--- config.mk ---
export PLATFORM = sky130hd
export DESIGN_NAME = tone_voice_flat
export DESIGN_NICKNAME = d
export VERILOG_FILES = /design/src/rtl/tone_voice_pkg.sv /design/src/rtl/tone_voice_if.sv /design/src/rtl/tone_voice_osc.sv /design/src/rtl/tone_voice.sv /design/src/flat_wrapper.sv
export SDC_FILE = /design/constraint.sdc
export NUM_CORES = 1
export LEC_CHECK = 0
export CELL_PAD_IN_SITES_DETAIL_PLACEMENT = 0
export CELL_PAD_IN_SITES_GLOBAL_PLACEMENT = 1
export CORE_MARGIN = 2
export CORE_UTILIZATION = 45
export CTS_BUF_LIST = sky130_fd_sc_hd__clkbuf_16
export DETAILED_ROUTE_END_ITERATION = 16
export GPL_ROUTABILITY_DRIVEN = 1
export MAX_ROUTING_LAYER = met4
export PLACE_DENSITY_LB_ADDON = 0.25
export SKIP_CTS_REPAIR_TIMING = 1
export SLEW_MARGIN = 20
export SYNTH_ARGS = -nofsm -noshare
export SYNTH_HDL_FRONTEND = slang
export SYNTH_HIERARCHICAL = 1
export SYNTH_SLANG_ARGS = --single-unit
--- constraint.sdc ---
create_clock -name clk -period 8.4 [get_ports clk]
set_clock_uncertainty 0.1 [all_clocks]
set_input_delay 1.26 -clock clk [delete_from_list [all_inputs] [get_ports clk]]
set_output_delay 1.26 -clock clk [all_outputs]
set_load 0.02 [all_outputs]
--- src/rtl/tone_voice_pkg.sv ---
// Shared types and constants for the tone voice: envelope state encoding and envelope limits.
package tone_voice_pkg;
    typedef enum logic [2:0] {
        ST_IDLE    = 3'd0,
        ST_ATTACK  = 3'd1,
        ST_DECAY   = 3'd2,
        ST_SUSTAIN = 3'd3,
        ST_RELEASE = 3'd4
    } env_state_t;

    localparam logic [7:0] ENV_MAX     = 8'hFF;
    localparam int         FRAME_W_DEF = 8;
    localparam int         DIV_W_DEF   = 16;
endpackage

--- src/rtl/tone_voice_if.sv ---
// Control/status bundle between a voice controller (master) and the tone voice (slave).
interface tone_voice_if #(parameter int DIV_W = 16);
    import tone_voice_pkg::*;

    logic             note_on;
    logic [DIV_W-1:0] freq_div;
    logic [7:0]       attack_rate;
    logic [7:0]       decay_rate;
    logic [7:0]       sustain_level;
    logic [7:0]       sample;
    logic             frame_tick;
    env_state_t       env_state;

    modport master (
        output note_on, freq_div, attack_rate, decay_rate, sustain_level,
        input  sample, frame_tick, env_state
    );

    modport slave (
        input  note_on, freq_div, attack_rate, decay_rate, sustain_level,
        output sample, frame_tick, env_state
    );
endinterface

--- src/rtl/tone_voice_osc.sv ---
// Square-wave oscillator: toggles every freq_div clocks; a zero divider parks it low.
module tone_voice_osc #(
    parameter int DIV_W = 16
) (
    input  logic             clk,
    input  logic             rst_n,
    input  logic [DIV_W-1:0] i_freq_div,
    output logic             o_square
);
    logic [DIV_W-1:0] r_phase;
    logic             r_square;

    // The >= compare makes a shrinking divider reload immediately instead of wrapping.
    always_ff @(posedge clk or negedge rst_n) begin
        if (!rst_n) begin
            r_phase  <= '0;
            r_square <= 1'b0;
        end else if (i_freq_div == '0) begin
            r_phase  <= '0;
            r_square <= 1'b0;
        end else if (r_phase >= i_freq_div - DIV_W'(1)) begin
            r_phase  <= '0;
            r_square <= ~r_square;
        end else begin
            r_phase <= r_phase + DIV_W'(1);
        end
    end

    assign o_square = r_square;
endmodule

--- src/rtl/tone_voice.sv ---
// Single tone voice: square oscillator gated by a linear ADSR envelope, sample refreshed once per PWM frame.
module tone_voice
    import tone_voice_pkg::*;
#(
    parameter int DIV_W   = DIV_W_DEF,
    parameter int FRAME_W = FRAME_W_DEF
) (
    input  logic         clk,
    input  logic         rst_n,
    tone_voice_if.slave  bus
);
    localparam logic [FRAME_W-1:0] FRAME_PRE = {{(FRAME_W-1){1'b1}}, 1'b0};

    function automatic logic [7:0] env_inc(input logic [7:0] e);
        return (e == ENV_MAX) ? ENV_MAX : e + 8'd1;
    endfunction

    function automatic logic [7:0] env_dec(input logic [7:0] e);
        return (e == 8'd0) ? 8'd0 : e - 8'd1;
    endfunction

    env_state_t         r_state, w_state_nx;
    logic [7:0]         r_env, w_env_nx;
    logic [7:0]         r_rate_cnt, w_rate_nx;
    logic [7:0]         r_sample;
    logic [FRAME_W-1:0] r_frame_cnt;
    logic               r_frame_tick;
    logic               w_square;
    logic [7:0]         w_env_inc, w_env_dec;
    logic               w_step_atk, w_step_dec;

    tone_voice_osc #(.DIV_W(DIV_W)) u_osc (
        .clk        (clk),
        .rst_n      (rst_n),
        .i_freq_div (bus.freq_div),
        .o_square   (w_square)
    );

    // Tick is registered one count early so it is high exactly while frame_cnt is at its last value.
    always_ff @(posedge clk or negedge rst_n) begin
        if (!rst_n) begin
            r_frame_cnt  <= '0;
            r_frame_tick <= 1'b0;
        end else begin
            r_frame_cnt  <= r_frame_cnt + FRAME_W'(1);
            r_frame_tick <= (r_frame_cnt == FRAME_PRE);
        end
    end

    assign w_env_inc  = env_inc(r_env);
    assign w_env_dec  = env_dec(r_env);
    assign w_step_atk = (r_rate_cnt >= bus.attack_rate);
    assign w_step_dec = (r_rate_cnt >= bus.decay_rate);

    // Gate-driven transitions take priority over envelope steps within the same tick.
    always_comb begin
        w_state_nx = r_state;
        w_env_nx   = r_env;
        w_rate_nx  = r_rate_cnt;
        case (r_state)
            ST_IDLE: begin
                if (bus.note_on) begin
                    w_state_nx = ST_ATTACK;
                    w_rate_nx  = 8'd0;
                end
            end
            ST_ATTACK: begin
                if (!bus.note_on) begin
                    w_state_nx = ST_RELEASE;
                    w_rate_nx  = 8'd0;
                end else if (r_env == ENV_MAX) begin
                    w_state_nx = ST_DECAY;
                    w_rate_nx  = 8'd0;
                end else if (w_step_atk) begin
                    w_rate_nx = 8'd0;
                    w_env_nx  = w_env_inc;
                    if (w_env_inc == ENV_MAX) w_state_nx = ST_DECAY;
                end else begin
                    w_rate_nx = r_rate_cnt + 8'd1;
                end
            end
            ST_DECAY: begin
                if (!bus.note_on) begin
                    w_state_nx = ST_RELEASE;
                    w_rate_nx  = 8'd0;
                end else if (w_step_dec) begin
                    w_rate_nx = 8'd0;
                    if (w_env_dec <= bus.sustain_level) begin
                        w_env_nx   = bus.sustain_level;
                        w_state_nx = ST_SUSTAIN;
                    end else begin
                        w_env_nx = w_env_dec;
                    end
                end else begin
                    w_rate_nx = r_rate_cnt + 8'd1;
                end
            end
            ST_SUSTAIN: begin
                if (!bus.note_on) begin
                    w_state_nx = ST_RELEASE;
                    w_rate_nx  = 8'd0;
                end else if (bus.sustain_level < r_env) begin
                    w_env_nx = bus.sustain_level;
                end
            end
            ST_RELEASE: begin
                if (bus.note_on) begin
                    w_state_nx = ST_ATTACK;
                    w_rate_nx  = 8'd0;
                end else if (r_env == 8'd0) begin
                    w_state_nx = ST_IDLE;
                end else if (w_step_dec) begin
                    w_rate_nx = 8'd0;
                    w_env_nx  = w_env_dec;
                    if (w_env_dec == 8'd0) w_state_nx = ST_IDLE;
                end else begin
                    w_rate_nx = r_rate_cnt + 8'd1;
                end
            end
            default: begin
                w_state_nx = ST_IDLE;
                w_rate_nx  = 8'd0;
            end
        endcase
    end

    always_ff @(posedge clk or negedge rst_n) begin
        if (!rst_n) begin
            r_state    <= ST_IDLE;
            r_env      <= 8'd0;
            r_rate_cnt <= 8'd0;
            r_sample   <= 8'd0;
        end else if (r_frame_tick) begin
            r_state    <= w_state_nx;
            r_env      <= w_env_nx;
            r_rate_cnt <= w_rate_nx;
            r_sample   <= (w_square && (bus.freq_div != '0)) ? w_env_nx : 8'd0;
        end
    end

    assign bus.sample     = r_sample;
    assign bus.frame_tick = r_frame_tick;
    assign bus.env_state  = r_state;
endmodule
--- src/flat_wrapper.sv ---
// flat-port wrapper written by rule: the top's interface ports become plain ports
module tone_voice_flat import tone_voice_pkg::*;
#(
    parameter int DIV_W   = DIV_W_DEF,
    parameter int FRAME_W = FRAME_W_DEF
)
  (clk, rst_n, bus_note_on, bus_freq_div, bus_attack_rate, bus_decay_rate, bus_sustain_level, bus_sample, bus_frame_tick, bus_env_state);
  tone_voice_if #(.DIV_W(DIV_W)) bus_i ();
  input  logic clk;
  input  logic rst_n;
  input wire logic [$bits(bus_i.note_on)-1:0] bus_note_on;
  input wire logic [$bits(bus_i.freq_div)-1:0] bus_freq_div;
  input wire logic [$bits(bus_i.attack_rate)-1:0] bus_attack_rate;
  input wire logic [$bits(bus_i.decay_rate)-1:0] bus_decay_rate;
  input wire logic [$bits(bus_i.sustain_level)-1:0] bus_sustain_level;
  output wire logic [$bits(bus_i.sample)-1:0] bus_sample;
  output wire logic [$bits(bus_i.frame_tick)-1:0] bus_frame_tick;
  output wire logic [$bits(bus_i.env_state)-1:0] bus_env_state;
  assign bus_i.note_on = bus_note_on;
  assign bus_i.freq_div = bus_freq_div;
  assign bus_i.attack_rate = bus_attack_rate;
  assign bus_i.decay_rate = bus_decay_rate;
  assign bus_i.sustain_level = bus_sustain_level;
  assign bus_sample = bus_i.sample;
  assign bus_frame_tick = bus_i.frame_tick;
  assign bus_env_state = bus_i.env_state;
  tone_voice #(.DIV_W(DIV_W), .FRAME_W(FRAME_W)) u_core (.clk(clk), .rst_n(rst_n), .bus(bus_i));
endmodule
==> results.md, run 1 <==
- Switching portion of total power: a little under a third
- Clk_lat worst skew: approximately 0.30 ns
- Synth warn: 6
- Status: finished clean
- DP Wirelength: ~10 mm
- CTS Buf Count: 5
- Clock tree buffer depth: 2
- # port buffers: 54
- Top cell type's share of synthesized area: between 20% and 30%
- Dpl ws: about 4 ns
- Final-layout fill cell count: ~1,000
- Peak supply drop: ~0.099 mV
- Detailed Route WL: around 13 mm
- Worst hold path depth: 1
- Pleak: ~2.5 nW
- Pint: between 0.4 and 0.5 mW
- Initial antenna violation count: 0
- Starting Density: a little under half
- Layout cell share with drive strength beyond 1: 6.84%
- TritonCTS clock tree: built
- DR WL met3: around 640 um
- Maximum clock frequency: 226 MHz
- DR WL/cell: 17.2 um
- Setup TNS: 0 ns
- Fin cells: around 770
- Post-synth EDFFs: 0
- R2r startpoint: u_core/r_env[0]
- Vias after detailed routing: 4,514
- Slew headroom: 39.2%
- Clk slew on worst S/H paths: about 0.08 ns
- Most common cell after layout, fill and taps aside: nor2_1
- Design area: roughly 5700 um^2
- Iter 0 DRT Violations: 321
- Startpoint types: register
- Final Cycle Share: a little over half
- Asr flop ratio synth: 100%
- Worst r2r dst: u_core/bus.sample[7]
- Max-Cap Viols: 0
- Worst Setup Path Type: reg -> reg
- CP max-delay cell: dfrtp_1
- Final GP Congestion: roughly 0.95
- Syn Std Cell Area: between 4000 and 5000 um^2
- Die area: approximately 12,000 um^2
- Ports: 55
- DRC: 0
- Cell taking the most area after synthesis: dfrtp_1
- Drt first pass iters: 5
- Core ar.: ~11,000 um^2
- Number of synthesized register bits: 53
- First-pass GRT wire length: around 22 mm
- Clock period minus worst slack: roughly 4.4 ns
- ANT cells: 0
- Die height: roughly 110 um
- Final slew viol count: 0
- Critical path cell sequence: inv_1 > ha_1 > nor4b_1 > and2_1 > nor2_1 > ha_1 > nand4_1 > nor2_1 > a211oi_1 > o21ai_0 > a21oi_1 > a221o_1 > a211oi_1 > a21oi_1
- Largest net degree at the start of global routing: 54
- Arrival @ worst endpoint: ~4.5 ns
- WL met2: around 5.8 mm
- Avg Cell Area, Syn: ~8.4 um^2
- Total grt overflow: 0
- Seq pwr share: a little under half
- Seq/Total Area, Yosys: 27.0%
- Highest Signal Layer: met4
- Req. time, crit path: between 8 and 9 ns
- Hold Startpoint: u_core/r_frame_cnt[5]
- Slew @ Worst Pin: about 0.9 ns
- Cell Pwr Density: ~120 nW/um^2
- Prevailing post-synth register cell: dfrtp_1
- Final antenna-violating net count: 0
- Placed cell area: around 5600 um^2
- Clk root buf: clkbuf_16
- Worst path max stage delay: 0.58 ns
- Dominant cells by area after synthesis: dfrtp_1, ha_1, xnor2_1
- Hold Path Sink: u_core/r_frame_cnt[5]
- Clock sinks: 53
- Synthesis-to-finish area growth: 16.3%
- Die W: between 100 and 150 um
- Worst r2r path cells: 14
- Psw: 0.204 mW
- Vias in the first global route: 4,347
- Final hold violations: 0
- H-tree Lvls: 2
- Kind of end point of the critical path: register
- Rows: 38
- Post-DR vias/cell: 5.87
- R2R setup slack: 3.97 ns
- Logic pwr share: around 23%
- Syn Inst Count: about 580
- Fin nets: just over 700
- Worst hold path type: reg -> reg
- Clock share of power: 32.2%
- Setup violators final: 0
- RSZ-0062 raised after global routing: false
- Min setup slack post-route: just under 4 ns
- Syn nets: 680
- Most frequent cells in the layout: nor2_1, ha_1, clkdlybuf4s50_1, dfrtp_1, nand2_1
- Distinct cells, synth: 77
- CP max FO: 14
- Gr usage total: 23.8%
- DP Cell Count: 761
- M1 WL: around 6.4 mm
## Yosys cell counts, types with 3 or more instances
library cell	count
a211oi_1	4
a21boi_0	3
a21boi_1	7
a21o_1	6
a21oi_1	36
a221o_1	3
a22oi_1	3
a31oi_1	6
a41oi_1	3
and2_1	5
and3_1	5
and4_1	4
buf_2	6
clkbuf_1	11
dfrtp_1	53
ha_1	55
inv_1	41
mux2_2	3
nand2_1	52
nand2b_1	4
nand3_1	23
nand4_1	9
nor2_1	57
nor2b_1	13
nor3_1	12
nor3_2	5
nor4_1	9
o211a_1	3
o211ai_1	11
o21ai_0	18
o21ai_1	3
o31ai_1	5
or3_1	5
xnor2_1	26
xor2_1	16
## worst max path at each step
stage / cells after the start / end / slack (ns) / start
after floorplan: 16 / u_core/bus.env_state[0] / 4.83 / u_core/r_env[0]
after global routing: 14 / u_core/r_env[7] / 3.71 / u_core/r_env[0]
final: 14 / u_core/bus.sample[7] / 3.97 / u_core/r_env[0]
after global placement: 12 / u_core/u_osc/o_square / 4.04 / bus_freq_div[5]
after CTS: 14 / u_core/bus.sample[7] / 4.08 / u_core/r_env[0]
after detailed placement: 12 / u_core/u_osc/o_square / 3.99 / bus_freq_div[5]
## cell families after synthesis
logic type      after synthesis  synth area share (%)
compound gates              143                  21.4
fa+ha+maj                    55                  14.0
mux                           7                  1.55
simple gates                222                  23.7
xor+xnor                     42                  7.49
buf+inv                      60                  4.89
flops                        53                  27.0
## registers in the layout, indices dropped and copies added, names as in the netlist
signal / flops
u_core/r_rate_cnt: 8
u_core/bus.env_state: 3
u_core/r_env: 8
u_core/bus.frame_tick: 1
u_core/u_osc/r_phase: 16
u_core/r_frame_cnt: 8
u_core/bus.sample: 8
u_core/u_osc/o_square: 1
## critical path: cells and delay by family (launching register included)
family | cells | cell delay, ns
flops | 1 | 0.58
buf+inv | 1 | 0.27
fa+ha+maj | 2 | 0.56
compound gates | 6 | 1.43
simple gates | 5 | 1.35
## layout make-up
cell class                      instances  area (um^2)  area share (%)
Clock buffer                            5          125            2.19
Clock inverter                          3         25.0           0.438
Multi-Input combinational cell        469         3340            58.5
Sequential cell                        53         1330            23.2
Timing Repair Buffer                   57          558            9.77
Inverter                               42          158            2.76
Tap cell                              140          175            3.07
## metal layers
metal  GRT usage [%]  vias to the layer above
li1                -                     2198
met1            32.4                     2156
met2            36.5                      127
met3            3.68                       33
met4            7.14                        0
met5               -                        -
## power by group through the flow
stage	registers, mW	clock network, mW	logic (mW)
final	0.298	0.212	0.149
after global routing	0.302	0.231	0.172
after CTS	0.298	0.220	0.150
after detailed placement	0.303	0	0.149
after global placement	0.303	0	0.145
after floorplan	0.296	0	0.0978
## per-stage QoR
step | power, mW | hold WS, ns | util, %
2_1_floorplan | 0.394 | 0.338 | -
3_3_place_gp | 0.448 | 0.355 | 51.7
3_5_place_dp | 0.452 | 0.355 | 51.7
4_1_cts | 0.668 | 0.371 | 53.1
5_1_grt | 0.705 | 0.400 | 53.1
6_report | 0.660 | 0.365 | 53.1
(Power assumes the default switching activity.)
==> run 2, diff against run 1 <==
Settings changed: CORE_UTILIZATION 45 to 44.
Clock period 8.4 ns to 4.2 ns, I/O delays scaled along.
==> run 2 against run 1 <==
  * Wire length grew 1.6%
  * Global-route usage about the same
  * Highest routed layer unchanged
  * Fmax increased by 16%
  * First-iteration DRC count increased by 1.2%
  * Sequential share of layout area decreased by 0.17 points
  * Largest cell class unchanged
  * Critical endpoint is now u_core/r_env[7]
==> results.md, run 2 (synthesis results as in run 1) <==
- Detailed Route WL: about 13 mm
- Slew headroom: 35.8%
- Clock tree buffer depth: 2
- Startpoint types: register
- Post-DR vias/cell: between 5 and 6
- Vias in the first global route: between 4,000 and 5,000
- Largest net degree at the start of global routing: 39
- Final hold violations: 0
- Final GP Congestion: just under 1
- Iter 0 DRT Violations: 325
- Most common cell after layout, fill and taps aside: nor2_1
- Rows: 38
- RSZ-0062 raised after global routing: false
- CTS Buf Count: 5
- Setup TNS: 0 ns
- Total grt overflow: 0
- DRC: 0
- Die height: between 100 and 150 um
- CP max FO: 9
- H-tree Lvls: 2
- Starting Density: between 40 and 50%
- Die area: between 10,000 and 15,000 um^2
- Synthesis-to-finish area growth: 17.2%
- Placed cell area: between 5000 and 6000 um^2
- Worst hold path type: in -> async
- Vias after detailed routing: 4,517
- Arrival @ worst endpoint: slightly below 4 ns
- Req. time, crit path: between 4 and 5 ns
- Max-Cap Viols: 0
- Drt first pass iters: 4
- Max reg flops: 16
- Final antenna-violating net count: 0
- Setup violators final: 0
- Clk slew on worst S/H paths: approximately 0.080 ns
- Clock sinks: between 50 and 60
- Maximum clock frequency: 262 MHz
- Peak supply drop: approximately 0.19 mV
- Pleak: between 2 and 3 nW
- Clk_lat worst skew: ~0.3 ns
- Largest reg by FF count: u_core/u_osc/r_phase
- Die W: approximately 110 um
- TritonCTS clock tree: built
- DP Wirelength: between 10 and 15 mm
- Final slew viol count: 0
- Ports: 55
- Layout cell share with drive strength beyond 1: ~7.7%
- Kind of end point of the critical path: register
- Final Cycle Share: approximately nine tenths
- Fin nets: 730
- Register area: 1330 um^2
- Slew @ Worst Pin: ~0.95 ns
- Design area: 5750 um^2
- Core ar.: roughly 11,000 um^2
- Final-layout fill cell count: around 1,000
- Gr usage total: around a quarter
- Total power after layout: between 1 and 1.5 mW
- Worst r2r path cells: 14
- Area occupied by multi-input gates: around 3400 um^2
- Initial antenna violation count: 0
- Clock period minus worst slack: 3.82 ns
- Most frequent cells in the layout: nor2_1, ha_1, clkdlybuf4s50_1, dfrtp_1, nand2_1
- # port buffers: 54
- ANT cells: 0
- Cell Pwr Density: between 200 and 250 nW/um^2
- Worst Setup Path Type: reg -> reg
- Clk root buf: clkbuf_16
- DR WL/cell: around 17 um
- First-pass GRT wire length: between 20 and 25 mm
- Status: finished clean
==> run 2: path summary, 6_finish.rpt <==
path | start | to | slack, ns
setup / recovery | u_core/r_env[1] | u_core/r_env[7] | 0.38
hold / removal | rst_n | u_core/r_rate_cnt[3] | 0.34
setup reg to reg | u_core/r_env[1] | u_core/r_env[7] | 0.38
hold reg to reg | u_core/r_frame_cnt[4] | u_core/r_frame_cnt[4] | 0.37
max in group asynchronous | rst_n | u_core/u_osc/r_phase[6] | 2.90
min in group clk | u_core/r_frame_cnt[4] | u_core/r_frame_cnt[4] | 0.37
==> run 2: power breakdown <==
part	internal, mW	total (mW)	switching, mW	leakage (nW)
Combinational	0.144	0.305	0.161	1.80
Sequential	0.545	0.598	0.0528	0.642
Clock	0.229	0.440	0.211	0.0763
Total	0.918	1.34	0.425	2.52
==> run 2: through the flow <==
| stage | worst slack (ns) | cells | hold slack, ns | util, % |
|---|---|---|---|---|
| global route | 0.0994 | 773 | 0.380 | 53.1 |
| global placement | 0.406 | 765 | 0.353 | 51.6 |
| floorplan | 0.627 | 582 | 0.234 | - |
| detailed placement | 0.229 | 765 | 0.355 | 51.6 |
| CTS | 0.196 | 773 | 0.370 | 53.0 |
| finish | 0.382 | 773 | 0.339 | 53.1 |
==> run 2: layout make-up <==
| type | count | share of cell area [%] |
|---|---|---|
| clock buffers | 5 | 2.17 |
| flip-flops and latches | 53 | 23.1 |
| inverters | 42 | 2.74 |
| well taps | 140 | 3.04 |
| repair buffers | 61 | 10.2 |
| multi-input cells | 469 | 58.3 |
| clock inverters | 3 | 0.500 |
==> run 2: worst max-delay path, stage by stage (launching register included) <==
cell	delay, ns
dfrtp_1	0.50
inv_1	0.19
ha_1	0.21
nor4b_2	0.27
nor2_1	0.07
a31o_2	0.30
ha_1	0.30
nand4_1	0.18
nor2_1	0.23
a211oi_1	0.11
o21ai_0	0.24
a21oi_1	0.21
a221o_1	0.39
a211oi_1	0.29
a21oi_1	0.08
==> run 2: metal layers <==
metal	track usage, %	routed length, um	vias to the layer above
li1	-	-	2219
met1	31.7	6470	2170
met2	38.4	6210	114
met3	3.44	556	14
met4	5.52	167	0
met5	-	0	-
